File: src/rtl/timestamp_framer_if.sv
// Bus bundle between the telemetry framer and its surroundings.
//   TIMESTAMP    : 24-bit count from the slow 10 Hz domain
//   SAMPLE_VALID : one-cycle sample strobe, SAMPLE_DATA qualifies it
//   SAMPLE_DATA  : 16-bit sensor sample
//   TX_DATA      : frame byte towards the downlink stage
//   TX_VALID     : TX_DATA valid
//   TX_READY     : downstream accepts the current byte
//   BUSY         : frame in progress
//   DROP_COUNT   : saturating count of samples discarded while BUSY
// master = sample source / downlink side, slave = the framer.
interface timestamp_framer_if #(
  parameter int unsigned DROP_W = 8
);

  logic [23:0]       TIMESTAMP;
  logic              SAMPLE_VALID;
  logic [15:0]       SAMPLE_DATA;
  logic [7:0]        TX_DATA;
  logic              TX_VALID;
  logic              TX_READY;
  logic              BUSY;
  logic [DROP_W-1:0] DROP_COUNT;

  modport master (
    output TIMESTAMP,
    output SAMPLE_VALID,
    output SAMPLE_DATA,
    output TX_READY,
    input  TX_DATA,
    input  TX_VALID,
    input  BUSY,
    input  DROP_COUNT
  );

  modport slave (
    input  TIMESTAMP,
    input  SAMPLE_VALID,
    input  SAMPLE_DATA,
    input  TX_READY,
    output TX_DATA,
    output TX_VALID,
    output BUSY,
    output DROP_COUNT
  );

endinterface

File: src/rtl/timestamp_framer.sv
// Telemetry framer: turns each accepted sensor sample into a 7-byte frame
//   {SYNC_BYTE, ts[23:16], ts[15:8], ts[7:0], data[15:8], data[7:0], chk}
// where chk is the XOR of bytes 1..5, and streams it out one byte at a time
// on a valid/ready interface. The slow-domain timestamp is brought in through
// a two-flop synchroniser and only adopted once two successive samples agree.
// Ports:
//   CLK     : system clock, all logic on posedge
//   RESET_N : asynchronous active-low reset
//   bus     : slave side of timestamp_framer_if (sample in, bytes out,
//             BUSY and DROP_COUNT status); all outputs are registered
module timestamp_framer #(
  parameter logic [7:0]  SYNC_BYTE = 8'hA5,
  parameter int unsigned DROP_W    = 8
) (
  input  logic                CLK,
  input  logic                RESET_N,
  timestamp_framer_if.slave   bus
);

  localparam int unsigned TS_W     = 24;
  localparam int unsigned REM_W    = 48;
  localparam int unsigned IDX_W    = 3;
  localparam logic [IDX_W-1:0] LAST_IDX = IDX_W'(6);

  typedef enum logic [0:0] {
    IDLE = 1'b0,
    SEND = 1'b1
  } state_t;

  state_t            state_q, state_d;
  logic [IDX_W-1:0]  idx_q, idx_d;
  logic [REM_W-1:0]  rem_q, rem_d;
  logic [7:0]        tx_data_q, tx_data_d;
  logic              tx_valid_q, tx_valid_d;
  logic              busy_q, busy_d;
  logic [DROP_W-1:0] drop_q, drop_d;

  logic [TS_W-1:0]   ts_s1_q, ts_s2_q, ts_stable_q;
  logic [7:0]        chk_c;

  // Timestamp synchroniser: only adopt a value that held for two samples,
  // so a multi-bit transition in flight is never captured.
  always_ff @(posedge CLK or negedge RESET_N) begin
    if (!RESET_N) begin
      ts_s1_q     <= '0;
      ts_s2_q     <= '0;
      ts_stable_q <= '0;
    end else begin
      ts_s1_q <= bus.TIMESTAMP;
      ts_s2_q <= ts_s1_q;
      if (ts_s1_q == ts_s2_q) begin
        ts_stable_q <= ts_s2_q;
      end
    end
  end

  // Frame checksum over timestamp and sample bytes (sync byte excluded).
  always_comb begin
    chk_c = ts_stable_q[23:16] ^ ts_stable_q[15:8] ^ ts_stable_q[7:0] ^
            bus.SAMPLE_DATA[15:8] ^ bus.SAMPLE_DATA[7:0];
  end

  // State and datapath registers.
  always_ff @(posedge CLK or negedge RESET_N) begin
    if (!RESET_N) begin
      state_q    <= IDLE;
      idx_q      <= '0;
      rem_q      <= '0;
      tx_data_q  <= '0;
      tx_valid_q <= 1'b0;
      busy_q     <= 1'b0;
      drop_q     <= '0;
    end else begin
      state_q    <= state_d;
      idx_q      <= idx_d;
      rem_q      <= rem_d;
      tx_data_q  <= tx_data_d;
      tx_valid_q <= tx_valid_d;
      busy_q     <= busy_d;
      drop_q     <= drop_d;
    end
  end

  // Next-state logic. rem holds the bytes still to be sent after the one on
  // TX_DATA, next byte in the top lane, so sending is a simple left shift.
  always_comb begin
    state_d    = state_q;
    idx_d      = idx_q;
    rem_d      = rem_q;
    tx_data_d  = tx_data_q;
    tx_valid_d = tx_valid_q;
    busy_d     = busy_q;
    drop_d     = drop_q;

    case (state_q)
      IDLE: begin
        if (bus.SAMPLE_VALID) begin
          state_d    = SEND;
          idx_d      = '0;
          rem_d      = {ts_stable_q, bus.SAMPLE_DATA, chk_c};
          tx_data_d  = SYNC_BYTE;
          tx_valid_d = 1'b1;
          busy_d     = 1'b1;
        end
      end

      SEND: begin
        // Samples arriving mid-frame, even on the last byte, are discarded.
        if (bus.SAMPLE_VALID && (drop_q != {DROP_W{1'b1}})) begin
          drop_d = drop_q + DROP_W'(1);
        end
        if (bus.TX_READY) begin
          if (idx_q == LAST_IDX) begin
            state_d    = IDLE;
            idx_d      = '0;
            rem_d      = '0;
            tx_data_d  = 8'h00;
            tx_valid_d = 1'b0;
            busy_d     = 1'b0;
          end else begin
            idx_d     = idx_q + IDX_W'(1);
            tx_data_d = rem_q[REM_W-1 -: 8];
            rem_d     = {rem_q[REM_W-9:0], 8'h00};
          end
        end
      end

      default: begin
        state_d = IDLE;
      end
    endcase
  end

  assign bus.TX_DATA    = tx_data_q;
  assign bus.TX_VALID   = tx_valid_q;
  assign bus.BUSY       = busy_q;
  assign bus.DROP_COUNT = drop_q;

endmodule
File: src/flat_wrapper.sv
// flat-port wrapper written by rule: the top's interface ports become plain ports
module timestamp_framer_flat 
#(
  parameter logic [7:0]  SYNC_BYTE = 8'hA5,
  parameter int unsigned DROP_W    = 8
)
  (CLK, RESET_N, bus_TIMESTAMP, bus_SAMPLE_VALID, bus_SAMPLE_DATA, bus_TX_READY, bus_TX_DATA, bus_TX_VALID, bus_BUSY, bus_DROP_COUNT);
  timestamp_framer_if #(.DROP_W(DROP_W)) bus_i ();
  input  logic CLK;
  input  logic RESET_N;
  input wire logic [$bits(bus_i.TIMESTAMP)-1:0] bus_TIMESTAMP;
  input wire logic [$bits(bus_i.SAMPLE_VALID)-1:0] bus_SAMPLE_VALID;
  input wire logic [$bits(bus_i.SAMPLE_DATA)-1:0] bus_SAMPLE_DATA;
  input wire logic [$bits(bus_i.TX_READY)-1:0] bus_TX_READY;
  output wire logic [$bits(bus_i.TX_DATA)-1:0] bus_TX_DATA;
  output wire logic [$bits(bus_i.TX_VALID)-1:0] bus_TX_VALID;
  output wire logic [$bits(bus_i.BUSY)-1:0] bus_BUSY;
  output wire logic [$bits(bus_i.DROP_COUNT)-1:0] bus_DROP_COUNT;
  assign bus_i.TIMESTAMP = bus_TIMESTAMP;
  assign bus_i.SAMPLE_VALID = bus_SAMPLE_VALID;
  assign bus_i.SAMPLE_DATA = bus_SAMPLE_DATA;
  assign bus_i.TX_READY = bus_TX_READY;
  assign bus_TX_DATA = bus_i.TX_DATA;
  assign bus_TX_VALID = bus_i.TX_VALID;
  assign bus_BUSY = bus_i.BUSY;
  assign bus_DROP_COUNT = bus_i.DROP_COUNT;
  timestamp_framer #(.SYNC_BYTE(SYNC_BYTE), .DROP_W(DROP_W)) u_core (.CLK(CLK), .RESET_N(RESET_N), .bus(bus_i));
endmodule
File: config.mk
export PLATFORM = sky130hd
export DESIGN_NAME = timestamp_framer_flat
export DESIGN_NICKNAME = d
export VERILOG_FILES = /design/src/rtl/timestamp_framer_if.sv /design/src/rtl/timestamp_framer.sv /design/src/flat_wrapper.sv
export SDC_FILE = /design/constraint.sdc
export NUM_CORES = 1
export LEC_CHECK = 0
export CAP_MARGIN = 20
export CORE_ASPECT_RATIO = 1.1
export CORE_MARGIN = 2
export CORE_UTILIZATION = 50
export DETAILED_ROUTE_END_ITERATION = 7
export PLACE_DENSITY = 0.72
export SETUP_SLACK_MARGIN = 0.4
export SYNTH_ARGS = -nofsm -noshare
export SYNTH_HDL_FRONTEND = slang
export SYNTH_SLANG_ARGS = --single-unit
export TNS_END_PERCENT = 50
File: constraint.sdc
create_clock -name CLK -period 3.75 [get_ports CLK]
set_input_delay 0.5625 -clock CLK [delete_from_list [all_inputs] [get_ports CLK]]
set_output_delay 0.5625 -clock CLK [all_outputs]
set_load 0.02 [all_outputs]
==> results of run 1 <==
## state kept, by name, indices dropped and copies added (netlist names)
register               count
u_core.bus.DROP_COUNT      8
u_core.bus.TX_DATA         8
u_core.bus.TX_VALID        1
u_core.idx_q               3
u_core.rem_q              48
u_core.state_q             1
u_core.ts_s1_q            24
u_core.ts_s2_q            24
u_core.ts_stable_q        24
## metal layers
metal | track usage [%] | up-vias | share of wire (%)
li1 | - | 1790 | -
met1 | 26.2 | 1807 | 45
met2 | 32.2 | 105 | 50
met3 | 5.17 | 14 | 4.7
met4 | 6.32 | 0 | 0.90
met5 | 0 | - | 0
## logic make-up (layout without fill, tap and decap cells)
family / count (synthesis) / in the layout / share of synthesized area, %
AO/OA/AOI/OAI: 105 / 105 / 9.99
multiplexers: 25 / 25 / 6.26
XOR/XNOR: 63 / 63 / 9.68
buffers and inverters: 30 / 104 / 2.35
adder cells (fa/ha/maj): 1 / 1 / 0.220
AND/OR/NAND/NOR: 129 / 129 / 9.57
flip-flops: 141 / 141 / 61.9
## worst min-delay path by stage
stage / slack (ns) / end / depth (start not counted)
after floorplan: 0.27 / u_core.bus.DROP_COUNT[0]$_DFFE_PN0P_ / 0
after global placement: 0.38 / u_core.ts_s2_q[10]$_DFF_PN0_ / 0
after detailed placement: 0.38 / u_core.ts_s2_q[1]$_DFF_PN0_ / 0
after CTS: 0.29 / u_core.rem_q[18]$_DFFE_PN0P_ / 1
after global routing: 0.33 / u_core.rem_q[34]$_DFFE_PN0P_ / 1
final: 0.24 / u_core.rem_q[26]$_DFFE_PN0P_ / 1
## critical path, stage by stage (launching register included)
cell and delay [ns]:
dfrtp_1 0.40, xnor2_1 0.16, nand4_1 0.16, nor4_2 0.38
nand3_2 0.68, mux2_4 0.54
## cells in the final DEF (no fill, tap or decap), types with 2 or more instances in the layout
| master | synthesis | final |
|---|---|---|
| mux2_2 | 5 | 5 |
| nand2_1 | 57 | 57 |
| a32o_1 | 4 | 4 |
| clkinv_2 | 0 | 2 |
| inv_1 | 4 | 4 |
| o221ai_1 | 4 | 4 |
| o21ai_0 | 54 | 54 |
| nand4_1 | 8 | 8 |
| nor4_1 | 2 | 2 |
| clkdlybuf4s50_1 | 0 | 60 |
| nor2_1 | 48 | 48 |
| mux2_4 | 20 | 20 |
| dfrtp_1 | 141 | 141 |
| bufinv_16 | 0 | 3 |
| xor2_1 | 20 | 20 |
| clkbuf_16 | 0 | 17 |
| nand3_1 | 8 | 8 |
| clkinvlp_4 | 0 | 3 |
| buf_4 | 1 | 7 |
| a21oi_1 | 40 | 40 |
| clkbuf_8 | 0 | 6 |
| xnor2_1 | 43 | 43 |
## through the flow
step	power (mW)	util, %
2_1_floorplan	2.66	-
3_3_place_gp	3.03	58.4
3_5_place_dp	3.08	58.4
4_1_cts	4.84	64.2
5_1_grt	5.07	64.2
6_report	4.80	64.2
## final cells by class
cell class | instances | area (µm²) | share of cell area, %
sequential | 141 | 3530 | 49.9
clock inverter | 9 | 131 | 1.86
clock buffer | 23 | 508 | 7.19
tap | 147 | 184 | 2.60
timing repair buffer | 68 | 664 | 9.40
multi-input combinational | 323 | 2040 | 28.8
inverter | 4 | 15.0 | 0.212
## report_power, final
part | internal, mW | switching [mW] | total (mW)
logic | 0.449 | 0.523 | 0.972
clock network | 1.15 | 0.604 | 1.75
registers | 1.84 | 0.234 | 2.07
==> summary.txt, run 1 <==
Final layout
  • Syn-to-layout area delta: 24.0%
  • Ant diodes: 0
  • Final #Nets: 600
  • Layout cells sized above 1: 11.8%
  • Non-Filler Instances: 715
  • Fin area: 7070 µm²
  • Fill cells: 841

Timing
  • Slew HR: 41.3%
  • Max-slew violations: 0
  • Layout Skew: 0.0106 ns
  • Fin. Hold Viols: 0
  • RSZ-0062 raised after global routing: no
  • FMAX: 0.407 GHz
  • Min Tclk post-route: 2.46 ns
  • Final TNS setup: 0 ns
  • Worst-Margin Slew: 0.881 ns
  • Final setup vio count: 0
  • Tcrit/Tclk final: 65.5%
  • Final WS setup: 1.29 ns
  • Hold slack final: 0.243 ns

Clocking
  • Clk sink count: 141
  • Resized cells post-CTS: 0
  • CTS H-tree depth: 4
  • CTS Hold Buffers Added: 0
  • CTS tree: built
  • Clock buffer depth: 2
  • Setup Buffers After CTS: 0
  • Number of buffers created by CTS: 17
  • Clk_lat worst skew: 0.41 ns
  • Clk slew on worst S/H paths: 0.06 ns
  • Root Buffer: clkbuf_16

Placement
  • I/O Buffers: 61
  • Dpl cells: 683
  • Dpl hpwl: 7260 µm
  • Area of placed instances: 6430 µm²
  • Setup slack at placement: 0.940 ns
  • RePlAce Congestion: 0.783

Routing
  • Pre-antenna DRT Iters: 4
  • Remaining antenna violation count after routing: 0
  • Via count: 3716
  • Vias per cell: 5.20
  • Remaining DRCs: 0
  • Final WL: 10700 µm
  • Detailed Route Iter0 Violations: 200
  • DR WL/cell: 15.0 µm

Floorplan
  • I/O pins: 62
  • Site Rows: 40
  • Initial Util: 51.8%
  • Die W: 106 µm
  • Core Area: 11000 µm²
  • DIE AREA: 12300 µm²
  • Chip Height: 116 µm

Global route
  • First-pass GRT wire length: 18600 µm
  • Global-route usage over all layers: 19.8%
  • Initial antenna violation count: 0
  • Number of global-route vias before repair: 3699
  • Largest net degree at the start of global routing: 101
  • Global route overflow: 0

Setup path
  • End of the worst register-to-register path: u_core.ts_stable_q[15]$_DFFE_PN0N_
  • Critical Path Fanout Max: 24
  • FF-to-FF Start: u_core.ts_s2_q[8]$_DFF_PN0_
  • Worst Path Arrival: 2.74 ns
  • Setup slack, reg-to-reg: 1.29 ns
  • Critical Path Start: u_core.ts_s2_q[8]$_DFF_PN0_
  • Startpoint Class: register
  • CP endpoint: u_core.ts_stable_q[15]$_DFFE_PN0N_
  • R2R cell count: 5
  • Worst Path Required: 4.03 ns
  • Worst Setup End Kind: register
  • Critical setup path kind: reg -> reg

Power and ir drop
  • Pwr dens: 679 nW/µm²
  • Leakage power: 3.15 nW
  • Peak supply drop: 0.323 mV

Synth
  • Syn Inst Count: 494
  • Post-Syn Area: 5700 µm²
  • Syn_area_per_cell: 11.5 µm²
  • Seq/Total Area, Yosys: 61.9%
  • Syn nets: 539
  • Main synth FF type: dfrtp_1
  • Yosys warning count: 0
  • Post-synth ARST share: 100%
  • Synth area leaders: dfrtp_1, xnor2_1, mux2_4
  • Top cell type's share of synthesized area: 61.9%
  • Count leader, synth: dfrtp_1
  • Synth top cells by count: dfrtp_1, nand2_1, o21ai_0, nor2_1, xnor2_1
  • Count of different cell masters after synthesis: 29
  • Yosys reg bits: 141
  • Yosys top cell by area: dfrtp_1
  • Post-synth EDFFs: 0

Run status
  • Status: finished clean

Worst hold path
  • Hold WC Path Type: in -> async

Run
  • Max_cap viols: 0
Power figures use the tool's default switching activity.
==> run 2: changes to the inputs <==
==> constraint.sdc (replaced) <==
create_clock -name CLK -period 2.5 [get_ports CLK]
set_input_delay 0.375 -clock CLK [delete_from_list [all_inputs] [get_ports CLK]]
set_output_delay 0.375 -clock CLK [all_outputs]
set_load 0.02 [all_outputs]
==> summary.txt, run 2 (synthesis gave the netlist of run 1 again) <==
Floorplan
  • Chip Height: 116 µm (unchanged)
  • I/O pins: 62 (unchanged)
  • Site Rows: 40 (unchanged)
  • DIE AREA: 12300 µm² (unchanged)
  • Core Area: 11000 µm² (unchanged)
  • Initial Util: 51.8% (unchanged)
  • Die W: 106 µm (unchanged)

Power and ir drop
  • Switch Pwr: 2.06 mW (was 1.36 mW)
  • Pwr dens: 1030 nW/µm² (was 679 nW/µm²)
  • Internal: 5.30 mW (was 3.44 mW)
  • Logic pwr share: 20.5% (was 20.2%)
  • Clock network power share: 37.1% (was 36.6%)
  • Leakage power: 3.21 nW (was 3.15 nW)
  • Seq pwr share: 42.4% (was 43.2%)
  • Peak supply drop: 0.468 mV (was 0.323 mV)
  • Total chip power: 7.36 mW (was 4.80 mW)
  • Sw frac: 28.0% (was 28.4%)

Final layout
  • Max FFs per register: 48 (unchanged)
  • Commonest non-fill, non-tap cells in the layout: dfrtp_1, clkdlybuf4s50_1, nand2_1, o21ai_0, nor2_1 (unchanged)
  • Non-Filler Instances: 721 (was 715)
  • Syn-to-layout area delta: 25.8% (was 24.0%)
  • Most flop-heavy register: u_core.rem_q (unchanged)
  • Final #Nets: 606 (was 600)
  • Most common cell after layout, fill and taps aside: dfrtp_1 (unchanged)
  • Layout cells sized above 1: 12.4% (was 11.8%)
  • Core Util, Final: 65.1% (was 64.2%)
  • Fin area: 7170 µm² (was 7070 µm²)
  • Fill cells: 835 (was 841)
  • Ant diodes: 0 (unchanged)

Timing
  • Final TNS setup: 0 ns (unchanged)
  • Tcrit/Tclk final: 77.5% (was 65.5%)
  • Final WS setup: 0.563 ns (was 1.29 ns)
  • Fin. Hold Viols: 0 (unchanged)
  • Layout Skew: 0.00746 ns (was 0.0106 ns)
  • RSZ-0062 raised after global routing: no (unchanged)
  • Max-slew violations: 0 (unchanged)
  • Min Tclk post-route: 1.94 ns (was 2.46 ns)
  • Final setup vio count: 0 (unchanged)
  • Hold slack final: 0.387 ns (was 0.243 ns)
  • FMAX: 0.516 GHz (was 0.407 GHz)
  • Slew HR: 47.0% (was 41.3%)
  • Worst-Margin Slew: 0.795 ns (was 0.881 ns)

Setup path
  • End of the worst register-to-register path: u_core.ts_stable_q[17]$_DFFE_PN0N_ (was u_core.ts_stable_q[15]$_DFFE_PN0N_)
  • WP depth: 6 (was 5)
  • Critical setup path kind: reg -> reg (unchanged)
  • Worst Path Arrival: 2.22 ns (was 2.74 ns)
  • Worst Path Required: 2.78 ns (was 4.03 ns)
  • R2R cell count: 6 (was 5)
  • Critical-path top delay cell: dfrtp_1 (was nand3_2)
  • Startpoint Class: register (unchanged)
  • Critical Path Fanout Max: 24 (unchanged)
  • Setup slack, reg-to-reg: 0.56 ns (was 1.29 ns)
  • Buf/Inv on CP: 1 (was 0)
  • Critical path's largest stage delay: 0.39 ns (was 0.68 ns)
  • Top delay family on crit path: simple AND/OR/NAND/NOR gates (unchanged)
  • Worst Setup End Kind: register (unchanged)
  • CP endpoint: u_core.ts_stable_q[17]$_DFFE_PN0N_ (was u_core.ts_stable_q[15]$_DFFE_PN0N_)
  • FF-to-FF Start: u_core.ts_s2_q[17]$_DFF_PN0_ (was u_core.ts_s2_q[8]$_DFF_PN0_)
  • Critical Path Start: u_core.ts_s2_q[17]$_DFF_PN0_ (was u_core.ts_s2_q[8]$_DFF_PN0_)
  • Crit-path cells: xnor2_1 > nand4_1 > nor4_4 > nand3_2 > buf_6 > mux2_4 (was xnor2_1 > nand4_1 > nor4_2 > nand3_2 > mux2_4)

Clocking
  • Setup Buffers After CTS: 0 (unchanged)
  • Clk slew on worst S/H paths: 0.05 ns (was 0.06 ns)
  • Clk sink count: 141 (unchanged)
  • CTS tree: built (unchanged)
  • Clock buffer depth: 2 (unchanged)
  • Number of buffers created by CTS: 17 (unchanged)
  • CTS H-tree depth: 4 (unchanged)
  • Root Buffer: clkbuf_16 (unchanged)
  • Clk_lat worst skew: 0.40 ns (was 0.41 ns)

Run status
  • Status: finished clean (unchanged)

Global route
  • Most Used Layer, Global Route: met2 (unchanged)
  • Global route overflow: 0 (unchanged)
  • M2 GR Usage: 32.6% (was 32.2%)
  • Number of global-route vias before repair: 3664 (was 3699)
  • Met1 GRT Util: 26.8% (was 26.2%)
  • Initial antenna violation count: 0 (unchanged)
  • First-pass GRT wire length: 19000 µm (was 18600 µm)
  • Global-route usage over all layers: 20.2% (was 19.8%)
  • Met3 Track Usage GR: 5.57% (was 5.17%)
  • Largest net degree at the start of global routing: 64 (was 101)

Routing
  • Detailed Route Iter0 Violations: 252 (was 200)
  • Vias per cell: 5.27 (was 5.20)
  • Remaining DRCs: 0 (unchanged)
  • Remaining antenna violation count after routing: 0 (unchanged)
  • DR WL/cell: 15.4 µm (was 15.0 µm)
  • Final WL: 11100 µm (was 10700 µm)
  • Pre-antenna DRT Iters: 5 (was 4)
  • Via count: 3799 (was 3716)

Worst hold path
  • Hold Crit Depth: 0
  • Hold WC Path Type: reg -> reg (was in -> async)

Placement
  • RePlAce Congestion: 0.791 (was 0.783)
  • I/O Buffers: 61 (unchanged)
  • Dpl hpwl: 7500 µm (was 7260 µm)
  • Setup slack at placement: 0.334 ns (was 0.940 ns)
  • Area of placed instances: 6490 µm² (was 6430 µm²)
  • Dpl cells: 688 (was 683)

Run
  • Max_cap viols: 0 (unchanged)
-- run 2: cell types whose count changed in the layout (fill, tap and decap cells not counted), sizes merged --
cell | before | now
bufinv | 3 | 5
clkbuf | 23 | 21
buf | 8 | 13
dlygate4sd3 | 0 | 1
-- run 2: cell type report --
class	instances	area (µm²)	area share, %
clock buffer	21	470	6.56
clock inverter	11	188	2.62
inverter	4	15.0	0.209
multi-input combinational	323	2040	28.5
sequential	141	3530	49.2
tap	147	184	2.56
timing repair buffer	74	741	10.3
-- run 2: how the worst min path moves through the flow --
| stage | startpoint | end | slack (ns) |
|---|---|---|---|
| after global placement | u_core.ts_s1_q[10]$_DFF_PN0_ | u_core.ts_s2_q[10]$_DFF_PN0_ | 0.37 |
| after global routing | bus_TIMESTAMP[18] | u_core.ts_s1_q[18]$_DFF_PN0_ | 0.38 |
| after detailed placement | u_core.ts_s1_q[7]$_DFF_PN0_ | u_core.ts_s2_q[7]$_DFF_PN0_ | 0.38 |
| final | u_core.ts_s1_q[7]$_DFF_PN0_ | u_core.ts_s2_q[7]$_DFF_PN0_ | 0.39 |
| after floorplan | RESET_N | u_core.bus.DROP_COUNT[0]$_DFFE_PN0P_ | 0.08 |
| after CTS | u_core.ts_s1_q[7]$_DFF_PN0_ | u_core.ts_s2_q[7]$_DFF_PN0_ | 0.39 |
-- run 2: per-layer routing --
layer | part of all wire (%) | vias up
met2 | 50 | 127
met4 | 1.4 | 0
met5 | 0 | -
met1 | 44 | 1859
met3 | 4.5 | 10
li1 | - | 1803
-- run 2: repair_timing --
action | CTS | global route
hold endpoints to repair | 61 | 0
setup endpoints to repair | 0 | 22
resized for setup | 0 | 2
hold buffers | 1 | 0
-- run 2: power by group through the flow --
stage | registers [mW] | clock network (mW) | logic (mW)
after detailed placement | 3.14 | 0 | 1.52
after floorplan | 3.20 | 0 | 0.786
after global routing | 3.18 | 2.90 | 1.68
after global placement | 3.13 | 0 | 1.48
final | 3.12 | 2.73 | 1.51
after CTS | 3.12 | 2.78 | 1.53
-- run 2: worst reg2reg max path: cells and delay by family, from the launching register on --
| kind | cells | cell delay [ns] |
|---|---|---|
| buffers and inverters | 1 | 0.23 |
| and+or+nand+nor | 3 | 0.69 |
| DFF | 1 | 0.39 |
| muxes | 1 | 0.33 |
| xor gates and xnor gates | 1 | 0.19 |
